$ cat config.mk
export PLATFORM = sky130hd
export DESIGN_NAME = iic_init_seq
export DESIGN_NICKNAME = d
export VERILOG_FILES = /design/src/rtl/iic_init_seq.sv
export SDC_FILE = /design/constraint.sdc
export NUM_CORES = 1
export LEC_CHECK = 0
export CORE_UTILIZATION = 56
export DETAILED_ROUTE_END_ITERATION = 8
export PLACE_DENSITY = 0.87
export SYNTH_ARGS = -nofsm -noshare
export SYNTH_HDL_FRONTEND = slang
export SYNTH_SLANG_ARGS = --single-unit
$ cat constraint.sdc
create_clock -name clk -period 9.1 [get_ports clk]
set_input_delay 1.82 -clock clk [delete_from_list [all_inputs] [get_ports clk]]
set_output_delay 1.82 -clock clk [all_outputs]
set_load 0.02 [all_outputs]
$ cat src/rtl/iic_init_seq.sv
// Register-initialisation sequencer: walks a table of {reg_addr, data}
// entries held in an external ROM and issues one I2C write per entry.
// A NACKed write is re-sent, up to MAX_RETRY extra times.
// A missing wr_done ends the walk with an error after TIMEOUT_CYC cycles.
// A 16'hFFFF register address is a pause marker: it waits data*256
// cycles and issues no write.
module iic_init_seq #(
    parameter logic [7:0]  DEV_ID      = 8'h78,
    parameter logic        ADDR_MODE   = 1'b1,
    parameter int          MAX_RETRY   = 3,
    parameter logic [15:0] GAP_CYC     = 16'd500,
    parameter logic [19:0] TIMEOUT_CYC = 20'd200000
) (
    input  logic        clk,
    input  logic        rst,
    input  logic        start,
    input  logic [7:0]  tbl_len,
    output logic [7:0]  tbl_addr,
    input  logic [23:0] tbl_rdata,
    output logic        w_req,
    output logic [7:0]  device_id,
    output logic [15:0] reg_addr,
    output logic        addr_mode,
    output logic [7:0]  wr_data,
    output logic [5:0]  w_num,
    input  logic        wr_done,
    input  logic        ack,
    output logic        busy,
    output logic        done,
    output logic        err,
    output logic [7:0]  err_idx
);

    typedef enum logic [3:0] {
        S_IDLE  = 4'd0,
        S_FETCH = 4'd1,
        S_LOAD  = 4'd2,
        S_REQ   = 4'd3,
        S_WAIT  = 4'd4,
        S_GAP   = 4'd5,
        S_DELAY = 4'd6,
        S_NEXT  = 4'd7,
        S_DONE  = 4'd8
    } state_t;

    localparam logic [7:0] LP_MAX_RETRY = 8'(MAX_RETRY);

    state_t      r_state;
    state_t      w_state_nxt;

    logic [7:0]  r_idx;
    logic [7:0]  r_len;
    logic [15:0] r_reg_addr;
    logic [7:0]  r_wr_data;
    logic [7:0]  r_retry_cnt;
    logic        r_retry_pend;
    logic [19:0] r_cnt;
    logic        r_done;
    logic        r_err;
    logic [7:0]  r_err_idx;

    logic [19:0] w_cnt_inc;
    logic [7:0]  w_idx_inc;
    logic        w_gap_end;
    logic        w_delay_end;
    logic        w_timeout;
    logic        w_retry_ok;
    logic        w_fail;

    // One shared counter serves GAP, DELAY and the WAIT timeout; it
    // restarts from zero on every state change, so each state counts
    // its own occupancy from 0.
    assign w_cnt_inc   = r_cnt + 20'd1;
    assign w_idx_inc   = r_idx + 8'd1;
    assign w_gap_end   = (w_cnt_inc >= {4'd0, GAP_CYC});
    assign w_delay_end = (w_cnt_inc >= {4'd0, r_wr_data, 8'd0});
    assign w_timeout   = (r_cnt == TIMEOUT_CYC - 20'd1);
    assign w_retry_ok  = (r_retry_cnt < LP_MAX_RETRY);
    // The only WAIT->IDLE transitions are exhausted retries and timeout.
    assign w_fail      = (r_state == S_WAIT) && (w_state_nxt == S_IDLE);

    // State register.
    always_ff @(posedge clk) begin
        if (rst) begin
            r_state <= S_IDLE;
        end else begin
            r_state <= w_state_nxt;
        end
    end

    // Next-state decode.
    always_comb begin
        w_state_nxt = r_state;
        case (r_state)
            S_IDLE: begin
                if (start) begin
                    w_state_nxt = (tbl_len == 8'd0) ? S_DONE : S_FETCH;
                end
            end
            S_FETCH: w_state_nxt = S_LOAD;
            S_LOAD: begin
                w_state_nxt = (tbl_rdata[23:8] == 16'hFFFF) ? S_DELAY : S_REQ;
            end
            S_REQ:   w_state_nxt = S_WAIT;
            S_WAIT: begin
                if (wr_done) begin
                    if (!ack || w_retry_ok) begin
                        w_state_nxt = S_GAP;
                    end else begin
                        w_state_nxt = S_IDLE;
                    end
                end else if (w_timeout) begin
                    w_state_nxt = S_IDLE;
                end
            end
            S_GAP: begin
                if (w_gap_end) begin
                    w_state_nxt = r_retry_pend ? S_REQ : S_NEXT;
                end
            end
            S_DELAY: begin
                if (w_delay_end) begin
                    w_state_nxt = S_NEXT;
                end
            end
            S_NEXT: begin
                w_state_nxt = (w_idx_inc == r_len) ? S_DONE : S_FETCH;
            end
            S_DONE:  w_state_nxt = S_IDLE;
            default: w_state_nxt = S_IDLE;
        endcase
    end

    // Outputs decoded from the current state and the held registers.
    always_comb begin
        w_req     = (r_state == S_REQ);
        busy      = (r_state != S_IDLE) && (r_state != S_DONE);
        done      = r_done;
        err       = r_err;
        err_idx   = r_err_idx;
        tbl_addr  = r_idx;
        reg_addr  = r_reg_addr;
        wr_data   = r_wr_data;
        device_id = DEV_ID;
        addr_mode = ADDR_MODE;
        w_num     = 6'd1;
    end

    // Entry index, latched entry, retry bookkeeping, counters and status.
    always_ff @(posedge clk) begin
        if (rst) begin
            r_idx        <= 8'd0;
            r_len        <= 8'd0;
            r_reg_addr   <= 16'd0;
            r_wr_data    <= 8'd0;
            r_retry_cnt  <= 8'd0;
            r_retry_pend <= 1'b0;
            r_cnt        <= 20'd0;
            r_done       <= 1'b0;
            r_err        <= 1'b0;
            r_err_idx    <= 8'd0;
        end else begin
            r_done <= (r_state == S_DONE);
            r_cnt  <= (w_state_nxt != r_state) ? 20'd0 : w_cnt_inc;
            case (r_state)
                S_IDLE: begin
                    if (start) begin
                        r_idx <= 8'd0;
                        r_len <= tbl_len;
                        r_err <= 1'b0;
                    end
                end
                S_LOAD: begin
                    r_reg_addr   <= tbl_rdata[23:8];
                    r_wr_data    <= tbl_rdata[7:0];
                    r_retry_cnt  <= 8'd0;
                    r_retry_pend <= 1'b0;
                end
                S_WAIT: begin
                    if (wr_done && ack && w_retry_ok) begin
                        r_retry_cnt  <= r_retry_cnt + 8'd1;
                        r_retry_pend <= 1'b1;
                    end else if (w_fail) begin
                        r_err     <= 1'b1;
                        r_err_idx <= r_idx;
                    end
                end
                S_GAP: begin
                    if (w_gap_end) begin
                        r_retry_pend <= 1'b0;
                    end
                end
                S_NEXT: r_idx <= w_idx_inc;
                default: ;
            endcase
        end
    end

endmodule

==> impl_metrics.json, run 1 <==
{
  "initial_core_util_pct": 58.6,
  "arrival_ns": 4.87,
  "crit_family": "simple AND/OR/NAND/NOR gates",
  "gp_congestion": 0.879,
  "post_cts_resized": 0,
  "final_common_cell": "nand2_1",
  "period_share_pct": 50.9,
  "cts_sinks": 83,
  "max-vdd-ir-drop_uv": 124,
  "r2r-end": "r_cnt[18]$_SDFF_PP0_",
  "num_vias": 4325,
  "powerDensity_mw_per_mm2": 166,
  "ioPinCount": 96,
  "cts_tree": "yes",
  "total_power_uw": 912,
  "pwr-share-clk_pct": 28.8,
  "hold_buffers": 0,
  "p_sw_uw": 329,
  "final_hold_viol_count": 0,
  "maxCapViolCount": 0,
  "place_ws_ns": 4.10,
  "rsz0062_at_grt": "false",
  "placementRows": 32,
  "crit_path_end_kind": "flop",
  "layout_common_cells": "90 x nand2_1, 83 x dfxtp_1, 79 x clkdlybuf4s50_1",
  "wire_per_inst_um": 16.4,
  "ys_seq_elements": 83,
  "cts_max_path_buffers": 2,
  "core_area_sq_mm": 0.00781,
  "yosys_most_used_dff": "dfxtp_1",
  "cts_made_buffers": 9,
  "ys_seq_area_share_pct": 36.3,
  "fin_tns_setup_ns": 0,
  "synth_area_per_cell_sq_um": 8.23,
  "tightest_slew_ns": 0.999,
  "dp_hpwl_um": 8450,
  "hold-path-cell-count": 2,
  "antenna_found_initial": 0,
  "p_int_uw": 583,
  "first_global_vias": 4082,
  "layout.nets": 664,
  "n_fill_cell": 628,
  "grt_max_degree": 60,
  "maxSlewHeadroom_pct": 33.2,
  "cpPeakStageDelay_ns": 0.78,
  "cts_setup_buffers": 0,
  "synth-edff-count": 0,
  "timing.rr.start": "r_cnt[0]$_SDFF_PP0_",
  "leakagePower_uw": 0.00203,
  "grt_pass1_wl_um": 19200,
  "critPathLaunchType": "input port",
  "design.die.area_sq_mm": 0.00854,
  "diodes": 0,
  "critPathMaxFanout": 9,
  "port_buffers": 80,
  "worstHoldStart": "reg_addr[7]$_SDFFE_PP0P_",
  "ant_nets": 0,
  "syn_area_sq_mm": 0.00458,
  "slew_viol_final": 0,
  "p_comb_share_pct": 26.2,
  "reg2reg_depth": 12,
  "rrSetupSlack_ns": 4.88,
  "netSwitchingFraction_pct": 36.0,
  "vias_per_cell": 5.99,
  "synthDistinctLibCells": 63,
  "synth_async_sr_flop_share_pct": 0,
  "firstDrtPassIters": 5,
  "fmax_ghz": 0.216,
  "criticalPathCategory": "in -> reg",
  "clk-insertion-delay-late_ns": 0.37,
  "path_buf_inv": 1,
  "drt_iter0_drc": 188,
  "netlist_instances": 556,
  "grt_overflow": 0,
  "hold_end": "reg_addr[7]$_SDFFE_PP0P_",
  "hold_path_class": "reg -> reg",
  "cpMostUsedCell": "nor2_1",
  "cpMaxStageDelayCell": "a2111oi_1",
  "outcome": "completed",
  "clock_skew_ns": 0.0149,
  "syn_to_final_growth_pct": 20.3,
  "fin_crit_ns": 4.63,
  "die_h_um": 92.4,
  "seq_power_share_pct": 45.0,
  "root_buffer": "clkbuf_8",
  "h-tree-depth": 3,
  "fin_ws_ns": 4.47,
  "final-setup-viol-count": 0,
  "cp_cell_sequence": "clkdlybuf4s50_1 -> nand4_1 -> nor4_1 -> nor2_1 -> a2111oi_1 -> nand4b_1 -> mux2i_1 -> nor2_1",
  "track_usage_pct": 27.9,
  "dieWidth_um": 92.4,
  "wirelength_um": 11800,
  "clkSlewWorstSetupHoldPaths_ns": 0.10,
  "ys.warnings.count": 0,
  "layout-drive-gt1-share_pct": 7.58,
  "cp.required_ns": 9.34,
  "drc": 0
}
## stage by stage
| step | util (%) | instances | cell area, sq um | hold WS [ns] |
|---|---|---|---|---|
| floorplan | - | 569 | 4630 | 0.448 |
| global placement | 68.1 | 706 | 5320 | 0.442 |
| detailed placement | 68.1 | 706 | 5320 | 0.446 |
| CTS | 70.5 | 722 | 5500 | 0.461 |
| global route | 70.5 | 722 | 5500 | 0.478 |
| finish | 70.5 | 722 | 5500 | 0.461 |
## synthesized netlist by cell type, types with 2 or more instances
| cell type | n | area, sq um |
|---|---|---|
| nand2_1 | 90 | 338 |
| dfxtp_1 | 83 | 1660 |
| a21oi_1 | 49 | 245 |
| nor2_1 | 44 | 165 |
| clkbuf_1 | 23 | 86.3 |
| nand3_1 | 17 | 85.1 |
| nor3_1 | 17 | 85.1 |
| inv_1 | 16 | 60.1 |
| nor4_1 | 16 | 100 |
| buf_4 | 15 | 113 |
| xnor2_1 | 15 | 131 |
| nand4_1 | 14 | 87.6 |
| xor2_1 | 13 | 114 |
| ha_1 | 12 | 150 |
| nor4_2 | 12 | 150 |
| mux2i_1 | 11 | 110 |
| o21ai_0 | 10 | 50.1 |
| and2_1 | 8 | 50.1 |
| buf_2 | 7 | 35.0 |
| a31oi_1 | 5 | 31.3 |
| and4_1 | 5 | 43.8 |
| a211oi_1 | 4 | 30.0 |
| nor2b_1 | 4 | 25.0 |
| or3_1 | 4 | 25.0 |
| a21o_1 | 3 | 22.5 |
| and3_1 | 3 | 18.8 |
| buf_6 | 3 | 33.8 |
| nand2b_1 | 3 | 18.8 |
| nand3b_1 | 3 | 22.5 |
| nor4_4 | 3 | 63.8 |
| and3b_1 | 2 | 17.5 |
| conb_1 | 2 | 7.51 |
| nand4b_1 | 2 | 17.5 |
| nor3_2 | 2 | 20.0 |
| nor3b_1 | 2 | 15.0 |
| nor4bb_1 | 2 | 20.0 |
| o2111ai_1 | 2 | 17.5 |
| o211a_1 | 2 | 20.0 |
| o211ai_1 | 2 | 15.0 |
| o21a_1 | 2 | 15.0 |
| o31ai_1 | 2 | 15.0 |
## registers in the layout, summed over array words and instances, names as in the netlist, 4 cells and up
name / cells
reg_addr: 16
wr_data: 8
r_state: 4
tbl_addr: 8
err_idx: 8
r_len: 8
r_cnt: 20
r_retry_cnt: 8
## power by group through the flow
stage	Clock [uW]	Combinational [uW]	Sequential, uW
floorplan	0	157	422
global placement	0	227	417
detailed placement	0	235	418
CTS	266	237	410
global route	282	259	414
finish	263	239	410
## logic make-up after synthesis
family | Yosys count | synth area share, %
xor gates and xnor gates | 28 | 5.36
other | 2 | 0.164
muxes | 12 | 2.71
buffers and inverters | 64 | 7.16
and+or+nand+nor | 258 | 31.5
DFF | 83 | 36.3
AOI/OAI and AO/OA | 97 | 13.6
adders and majority gates | 12 | 3.28
## tightest hold or removal path: cells and delay by family, from the launching register on
| kind | cells | cell delay (ns) |
|---|---|---|
| compound gates | 1 | 0.05 |
| flops | 1 | 0.32 |
| simple gates | 1 | 0.05 |
## final cells by class
type	instances	area [sq um]	area share, %
Multi-Input combinational cell	422	2650	48.1
Sequential cell	83	1660	30.2
Timing Repair Buffer	83	818	14.9
Tap cell	102	128	2.32
Clock buffer	9	124	2.25
Clock inverter	7	65.1	1.18
Inverter	16	60.1	1.09
## worst max path at each step
| stage | cells past startpoint | from | slack, ns | endpoint |
|---|---|---|---|---|
| final | 8 | tbl_rdata[22] | 4.47 | err_idx[1]$_SDFFE_PP0P_ |
| after global routing | 8 | tbl_rdata[8] | 4.16 | err_idx[5]$_SDFFE_PP0P_ |
| after CTS | 8 | tbl_rdata[11] | 4.49 | err_idx[1]$_SDFFE_PP0P_ |
| after detailed placement | 8 | tbl_rdata[10] | 4.10 | err_idx[1]$_SDFFE_PP0P_ |
| after global placement | 8 | tbl_rdata[17] | 4.26 | err_idx[5]$_SDFFE_PP0P_ |
| after floorplan | 6 | tbl_len[3] | 5.42 | r_cnt[19]$_SDFF_PP0_ |
## metal layers
layer / share of wire, % / track usage (%)
met3: 5.0 / 6.08
met5: 0 / 0
met4: 3.0 / 11.2
met2: 50 / 47.8
met1: 42 / 33.9
No activity file was read; power rests on OpenSTA's default activity.
==> run 2: changes to the inputs <==
--- a/config.mk
+++ b/config.mk
@@ -5,9 +5,9 @@
 export SDC_FILE = /design/constraint.sdc
 export NUM_CORES = 1
 export LEC_CHECK = 0
-export CORE_UTILIZATION = 56
+export CORE_UTILIZATION = 47
 export DETAILED_ROUTE_END_ITERATION = 8
-export PLACE_DENSITY = 0.87
+export PLACE_DENSITY = 0.77
 export SYNTH_ARGS = -nofsm -noshare
 export SYNTH_HDL_FRONTEND = slang
 export SYNTH_SLANG_ARGS = --single-unit
==> constraint.sdc (replaced) <==
create_clock -name clk -period 4.25 [get_ports clk]
set_input_delay 0.85 -clock clk [delete_from_list [all_inputs] [get_ports clk]]
set_output_delay 0.85 -clock clk [all_outputs]
set_load 0.02 [all_outputs]
==> run 2 against run 1 <==
- total power is 120% higher
- sequential share of layout area is 0.57 points lower
- count of clock-buffer cells in the layout is 1 higher
- clock power is 150% higher
- non-clock buffer count is 5 higher
- cell count is 4.4% higher
- flip-flop and latch count stayed put
- wire length is 7.6% lower
- critical path type is now reg -> reg
- largest cell class unchanged
==> impl_metrics.json, run 2 (synthesis gave the netlist of run 1 again) <==
{
  "outcome": "completed",
  "p_sw_uw": 668,
  "post_dp_cell_area_sq_mm": 0.00539,
  "design.die.area_sq_mm": 0.0101,
  "final_hold_viol_count": 0,
  "max-vdd-ir-drop_uv": 238,
  "seq_power_share_pct": 42.9,
  "cts_setup_buffers": 0,
  "gp_congestion": 0.850,
  "largest_register_ffs": 20,
  "hold_buffers": 0,
  "diodes": 0,
  "clock_skew_ns": 0.0139,
  "cts_made_buffers": 9,
  "drt_iter0_drc": 224,
  "ant_nets": 0,
  "track_usage_pct": 22.2,
  "initial_core_util_pct": 49.1,
  "final-setup-viol-count": 0,
  "pwr-share-clk_pct": 31.7,
  "syn_to_final_growth_pct": 22.6,
  "fin_tns_setup_ns": 0,
  "num_vias": 4201,
  "hold_path_class": "reg -> reg",
  "critPathMaxFanout": 19,
  "fin_ws_ns": 0.621,
  "layout-drive-gt1-share_pct": 8.16,
  "netSwitchingFraction_pct": 32.7,
  "cts_tree": "yes",
  "tightest_slew_ns": 0.833,
  "maxSlewHeadroom_pct": 44.3,
  "place_ws_ns": 0.691,
  "fin_crit_ns": 3.63,
  "p_int_uw": 1370,
  "grt_overflow": 0,
  "core_area_sq_mm": 0.00933,
  "whs_ns": 0.461,
  "vias_per_cell": 5.57,
  "cp.required_ns": 4.49,
  "powerDensity_mw_per_mm2": 364,
  "clk-insertion-delay-late_ns": 0.36,
  "h-tree-depth": 3,
  "dp_hpwl_um": 7960,
  "rsz0062_at_grt": "false",
  "criticalPathCategory": "reg -> reg",
  "port_buffers": 80,
  "dieWidth_um": 101,
  "slew_viol_final": 0,
  "ioPinCount": 96,
  "critPathLaunchType": "flop",
  "cts_sinks": 83,
  "layout.nets": 669,
  "root_buffer": "clkbuf_8",
  "fin_area_sq_mm": 0.00561,
  "final_common_cell": "nand2_1",
  "period_share_pct": 85.4,
  "placementRows": 35,
  "post_cts_resized": 0,
  "drc": 0,
  "grt_max_degree": 58,
  "cts_max_path_buffers": 2,
  "layout_common_cells": "90 x nand2_1, 83 x dfxtp_1, 79 x clkdlybuf4s50_1",
  "maxCapViolCount": 0,
  "grt_pass1_wl_um": 18200,
  "clkSlewWorstSetupHoldPaths_ns": 0.09,
  "wirelength_um": 10900,
  "antenna_found_initial": 0,
  "fmax_ghz": 0.276,
  "firstDrtPassIters": 5,
  "p_comb_share_pct": 25.4,
  "arrival_ns": 3.87,
  "leakagePower_uw": 0.00207,
  "wire_per_inst_um": 14.5,
  "die_h_um": 101,
  "first_global_vias": 3950,
  "rrSetupSlack_ns": 0.62,
  "n_fill_cell": 798,
  "crit_path_end_kind": "flop",
  "largest_register": "r_cnt"
}
-- run 2: cell types whose count changed in the layout (fill, tap and decap cells not counted), sizes merged --
cell      before  now
buf            4    9
clkbuf         9   10
clkinvlp       0    1
inv           22   19
clkinv         1    0
bufinv         0    2
-- run 2: worst paths after layout --
check	end	start	depth (start not counted)
max reg2reg	r_cnt[16]$_SDFF_PP0_	r_cnt[3]$_SDFF_PP0_	12
min	reg_addr[3]$_SDFFE_PP0P_	reg_addr[3]$_SDFFE_PP0P_	2
min reg2reg	reg_addr[3]$_SDFFE_PP0P_	reg_addr[3]$_SDFFE_PP0P_	2
max	r_cnt[16]$_SDFF_PP0_	r_cnt[3]$_SDFF_PP0_	12
-- run 2: power groups by stage --
stage,registers [uW],logic (uW),clock network (uW)
6_report,876,518,648
5_1_grt,884,568,694
4_1_cts,876,517,660
3_5_place_dp,894,513,0
3_3_place_gp,891,505,0
2_1_floorplan,904,336,0
-- run 2: metal layers --
metal / global-route usage (%) / wire length [um] / vias up
li1: - / - / 2078
met1: 29.1 / 4830 / 1978
met2: 37.2 / 5340 / 132
met3: 4.85 / 628 / 13
met4: 5.57 / 115 / 0
met5: 0 / 0 / -
-- run 2: critical path, stage by stage, from the launching register on --
cell and delay (ns):
dfxtp_1 0.50, nand4_4 0.32, nor4_1 0.48, xnor2_1 0.28, inv_1 0.09, ha_1 0.32, nand4_1 0.15, nor3_1 0.21
and4_1 0.23, o2111ai_1 0.25, a41oi_4 0.28, buf_4 0.31, nor4_1 0.10
-- run 2: through the flow --
step / utilization, % / std cells / power (uW)
2_1_floorplan: - / 569 / 1240
3_3_place_gp: 57.7 / 738 / 1400
3_5_place_dp: 57.7 / 738 / 1410
4_1_cts: 60.1 / 754 / 2050
5_1_grt: 60.1 / 754 / 2150
6_report: 60.1 / 754 / 2040
-- run 2: cell type report --
| type | count | area, sq um | area share, % |
|---|---|---|---|
| timing repair buffer | 88 | 856 | 15.3 |
| sequential | 83 | 1660 | 29.6 |
| tap | 129 | 161 | 2.88 |
| multi-input combinational | 422 | 2650 | 47.2 |
| clock inverter | 6 | 96.3 | 1.72 |
| inverter | 16 | 60.1 | 1.07 |
| clock buffer | 10 | 128 | 2.27 |
==> run 3: changes to the inputs <==
--- a/config.mk
+++ b/config.mk
@@ -7,6 +7,7 @@
 export LEC_CHECK = 0
 export CORE_UTILIZATION = 47
 export DETAILED_ROUTE_END_ITERATION = 8
+export HOLD_SLACK_MARGIN = 0.1
 export PLACE_DENSITY = 0.77
 export SYNTH_ARGS = -nofsm -noshare
 export SYNTH_HDL_FRONTEND = slang
==> results of run 3 <==
No change in the layout: final DEF, timing and power equal those of run 2.
